--- src/rtl/onehot_gen.sv ---
// Binary position -> one-hot decoder on valid/ready channels; 1-cycle latency, registered outputs.
// OUT + one SKID slot give full throughput; in_ready is registered and drops only once SKID fills.
module onehot_gen #(
  parameter int VECTOR_W   = 4,
  parameter int POSITION_W = $clog2(VECTOR_W),
  parameter int CNT_W      = 8
) (
  input  logic                  clk,
  input  logic                  rst_n,
  input  logic                  in_valid,
  output logic                  in_ready,
  input  logic [POSITION_W-1:0] in_position,
  input  logic                  in_zero,
  output logic                  out_valid,
  input  logic                  out_ready,
  output logic [VECTOR_W-1:0]   out_vector,
  output logic                  out_err,
  output logic [CNT_W-1:0]      err_cnt,
  input  logic                  err_clr
);

  typedef enum logic [1:0] {S_EMPTY, S_ONE, S_FULL} state_t;

  state_t              r_state;
  logic [VECTOR_W-1:0] r_out_vec;
  logic [VECTOR_W-1:0] r_skid_vec;
  logic                r_out_err;
  logic                r_skid_err;
  logic                r_out_valid;
  logic                r_in_ready;
  logic [CNT_W-1:0]    r_err_cnt;

  logic [VECTOR_W-1:0] w_dec_vec;
  logic                w_dec_err;
  logic                w_in_xfer;
  logic                w_out_xfer;

  assign w_in_xfer  = in_valid && r_in_ready;
  assign w_out_xfer = r_out_valid && out_ready;

  // Positions past VECTOR_W-1 only exist when VECTOR_W is not a power of two.
  always_comb begin
    w_dec_vec = '0;
    w_dec_err = 1'b0;
    if (!in_zero) begin
      if (int'(in_position) < VECTOR_W) begin
        w_dec_vec = VECTOR_W'(1) << in_position;
      end else begin
        w_dec_err = 1'b1;
      end
    end
  end

  always_ff @(posedge clk or negedge rst_n) begin
    if (!rst_n) begin
      r_state     <= S_EMPTY;
      r_out_vec   <= '0;
      r_out_err   <= 1'b0;
      r_skid_vec  <= '0;
      r_skid_err  <= 1'b0;
      r_out_valid <= 1'b0;
      r_in_ready  <= 1'b0;
    end else begin
      r_in_ready <= 1'b1;
      case (r_state)
        S_EMPTY: begin
          if (w_in_xfer) begin
            r_out_vec   <= w_dec_vec;
            r_out_err   <= w_dec_err;
            r_out_valid <= 1'b1;
            r_state     <= S_ONE;
          end
        end
        S_ONE: begin
          if (w_in_xfer && w_out_xfer) begin
            r_out_vec <= w_dec_vec;
            r_out_err <= w_dec_err;
          end else if (w_in_xfer) begin
            r_skid_vec <= w_dec_vec;
            r_skid_err <= w_dec_err;
            r_in_ready <= 1'b0;
            r_state    <= S_FULL;
          end else if (w_out_xfer) begin
            r_out_valid <= 1'b0;
            r_state     <= S_EMPTY;
          end
        end
        S_FULL: begin
          if (w_out_xfer) begin
            r_out_vec <= r_skid_vec;
            r_out_err <= r_skid_err;
            r_state   <= S_ONE;
          end else begin
            r_in_ready <= 1'b0;
          end
        end
        default: begin
          r_out_valid <= 1'b0;
          r_state     <= S_EMPTY;
        end
      endcase
    end
  end

  // Counted at acceptance; clear has priority over a same-cycle increment.
  always_ff @(posedge clk or negedge rst_n) begin
    if (!rst_n) begin
      r_err_cnt <= '0;
    end else if (err_clr) begin
      r_err_cnt <= '0;
    end else if (w_in_xfer && w_dec_err && (r_err_cnt != '1)) begin
      r_err_cnt <= r_err_cnt + 1'b1;
    end
  end

  assign in_ready   = r_in_ready;
  assign out_valid  = r_out_valid;
  assign out_vector = r_out_vec;
  assign out_err    = r_out_err;
  assign err_cnt    = r_err_cnt;

endmodule

--- config.mk ---
export PLATFORM = sky130hd
export DESIGN_NAME = onehot_gen
export DESIGN_NICKNAME = d
export VERILOG_FILES = /design/src/rtl/onehot_gen.sv
export SDC_FILE = /design/constraint.sdc
export NUM_CORES = 1
export LEC_CHECK = 0
export ABC_AREA = 1
export CAP_MARGIN = 20
export CORE_MARGIN = 3
export CORE_UTILIZATION = 41
export CTS_CLUSTER_SIZE = 25
export DETAILED_ROUTE_END_ITERATION = 16
export HOLD_SLACK_MARGIN = 0.06
export PLACE_DENSITY = 0.69
export SYNTH_ARGS = -nofsm -noshare
export SYNTH_HDL_FRONTEND = slang
export SYNTH_SLANG_ARGS = --single-unit
--- constraint.sdc ---
create_clock -name clk -period 1.4 [get_ports clk]
set_input_delay 0.14 -clock clk [delete_from_list [all_inputs] [get_ports clk]]
set_output_delay 0.14 -clock clk [all_outputs]
set_load 0.02 [all_outputs]
==> impl_metrics.ini, run 1 <==
[run_status]
status = complete, no violations

[global_routing]
grt_use_met3 = 0.05341
grtUsageMet2 = 0.2283
grt-ovfl-total = 0
grt_max_degree = 9
top_usage_layer = met2
grt_pass1_wl_um = 2718
first_global_vias = 649
met1_usage = 0.1774
track_usage = 0.1421
grt_antenna_before_repair = 0

[floorplanning]
die_h_um = 50.23
io_pins = 23
die_w_um = 50.23
dieArea_mm2 = 0.002523
core_mm2 = 0.001783
fp-row-count = 15
start_util = 0.4498

[yosys]
netlist_area_um2 = 802.0
synth_cell_types = 16
synth_seq_area_share = 0.3744
yosys.area.top_type = dfrtp_1
yosysTopAreaCellShare = 0.3744
postSynthAreaPerCell_um2 = 7.098
ys_warn_count = 0
synthTopCellsByArea = dfrtp_1 37%, nand2_1 22%, buf_4 9.4%, ha_1 7.8%, nand3_1 5.6%
synth.ff_latch_count = 12
syn-instance-count = 113

[timing]
fin_crit_sh = 0.9634
hold_slack_ps = 122.6
fmax_ghz = 0.7414
slew_viol_final = 0
clock_skew_ps = 2.143
setup_slack_ps = 51.23
period_minus_slack_ps = 1349
hold_viol_final = 0
setup-violations-final = 0

[setup_path]
cp_slowest_stage_delay_ps = 600
cp-start-kind = register
reg2reg_slack_ps = 90
cp_cell_sequence = clkdlybuf4s50_1
critPathTopFamily = buffers and inverters
cp_max_fo = 2
cp.depth = 1
worst_ep_arrival_time_ps = 1210
worst-setup-path-type = reg2out
crit_buf_inv = 1
slowest_stage = clkdlybuf4s50_1
reg2reg_depth = 9
cp.required_ps = 1260
crit_path_end_kind = output pin

[pwr]
p_leak_nw = 0.5762
peakVddDrop_uv = 831.8
comb_power_share = 0.580
power.switching_mw = 0.8297
p_per_area_mw_per_mm2 = 1785
p_int_mw = 0.9977
power_frac_clock = 0.110
sw_frac_of_total = 0.4540
finalPower_mw = 1.827
seqPwrFrac = 0.310

[final_layout]
final_area_mm2 = 0.001023
fin_cells = 155
layout-drive-gt1-share = 0.1692
finalNetCount = 145
nFillCells = 169
regArea_um2 = 301.5
num_antenna_cells = 0
area_growth_pct = 27.61
multi_input_area_um2 = 469.2

[clock_network]
clockBufferDepth = 2
cts_root_buf = clkbuf_4
cts_tree = yes
worstSkewPairLatency_ps = 270
clk_pin_slew_ps = 70
cts-buffers-inserted = 3
cts_sinks = 12
cts_setup_buffers = 0
cts-htree-levels = 1
hold_buffers = 0

[routing]
drt_iter0_markers = 7
vias_per_cell = 4.684
routed_wl_um = 1597
vias = 726
avgRoutedWirePerCell_um = 10.30
final_antenna_net_count = 0
drcViolationCount = 0
dr.pass1.iters = 4

[min_path]
min_path_type = in2async

[flow_run]
drv_cap = 0

[placed_design]
numPortBuffers = 12
placed_cell_area_um2 = 938.4
gp_congestion = 0.8289
dp_cells = 152
pre_cts_slack_ps = -24.32
dp_hpwl_um = 1279
[metal layers]
layer,share of wire,vias to the layer above,routed length [µm]
li1,-,368,-
met1,0.44,331,706
met2,0.48,25,764
met3,0.069,2,110
met4,0.010,0,16
met5,0,-,0
[timing repair]
| item | in CTS | in global routing |
|---|---|---|
| pin swaps | 0 | 1 |
| resized for setup | 4 | 15 |
| endpoints found under the setup margin | 5 | 15 |
[metrics by stage]
step             util  TNS [ps]
6_report       0.5740         0
5_1_grt        0.5740    -62.59
4_1_cts        0.5467         0
3_5_place_dp   0.5263    -54.94
3_3_place_gp   0.5263         0
2_1_floorplan       -         0
[registers in the layout (all words and copies together) (netlist names)]
register	count
out_vector	4
r_skid_vec	4
r_state	2
in_ready	1
out_valid	1
[synthesized netlist by cell type (all sizes together)]
master / count
nor3: 2
a21oi: 1
conb: 1
nor2: 8
o21ai: 6
dfrtp: 12
o211ai: 1
nand3: 9
ha: 5
buf: 10
inv: 10
nand2: 48
[cell usage in the layout (no fill, tap or decap), types with 2 or more instances in the layout]
master and n:
dlymetal6s2s_1 4, clkdlybuf4s50_1 7, ha_1 2, ha_4 3, clkbuf_4 3, nand2_1 43
nand2_2 5, nor3_1 2, o21ai_0 6, nand3_1 8, dfrtp_1 11, inv_2 2
nor2_1 6, buf_4 4, inv_1 7, conb_1 9
[final timing paths]
check,start,to
setup / recovery,out_vector[1],out_vector[1]
hold / removal,rst_n,out_vector[0]
setup reg to reg,r_state[1],out_vector[0]
hold reg to reg,out_vector[1],out_vector[1]
max in group asynchronous,rst_n,in_ready
min in group clk,out_vector[1],out_vector[1]
[logic make-up (layout without fill, tap and decap cells)]
group / after synthesis / count (layout) / share of synthesized area
AND/OR/NAND/NOR: 67 / 67 / 0.3495
buffers and inverters: 20 / 29 / 0.1404
flip-flops: 12 / 12 / 0.3744
AO/OA/AOI/OAI: 8 / 8 / 0.05304
adder cells (fa/ha/maj): 5 / 5 / 0.07800
other: 1 / 9 / 0.004676
[layout make-up]
cell class,count,share of cell area
clock buffer,3,0.02200
tap,25,0.03056
sequential,12,0.2946
inverter,10,0.03912
timing repair buffer,16,0.1553
multi-input combinational,89,0.4584
[power by group through the flow]
stage,combinational (mW),sequential [mW],clock [mW]
after floorplan,0.616,0.627,0
after detailed placement,0.972,0.561,0
after global placement,0.936,0.560,0
after global routing,1.19,0.584,0.234
final,1.06,0.566,0.201
after CTS,1.00,0.556,0.212
Power figures use the tool's default switching activity.
==> run 2, diff against run 1 <==
--- a/config.mk
+++ b/config.mk
@@ -11,6 +11,7 @@
 export CORE_UTILIZATION = 41
 export CTS_CLUSTER_SIZE = 25
 export DETAILED_ROUTE_END_ITERATION = 16
+export GPL_ROUTABILITY_DRIVEN = 0
 export HOLD_SLACK_MARGIN = 0.06
 export PLACE_DENSITY = 0.69
 export SYNTH_ARGS = -nofsm -noshare
==> results of run 2 <==
Same layout as run 1: the final DEF is identical, and so are final timing and power.
==> run 3, diff against run 2 <==
--- a/config.mk
+++ b/config.mk
@@ -17,3 +17,4 @@
 export SYNTH_ARGS = -nofsm -noshare
 export SYNTH_HDL_FRONTEND = slang
 export SYNTH_SLANG_ARGS = --single-unit
+export TNS_END_PERCENT = 100
==> results of run 3 <==
Same layout as run 1: the final DEF is identical, and so are final timing and power.
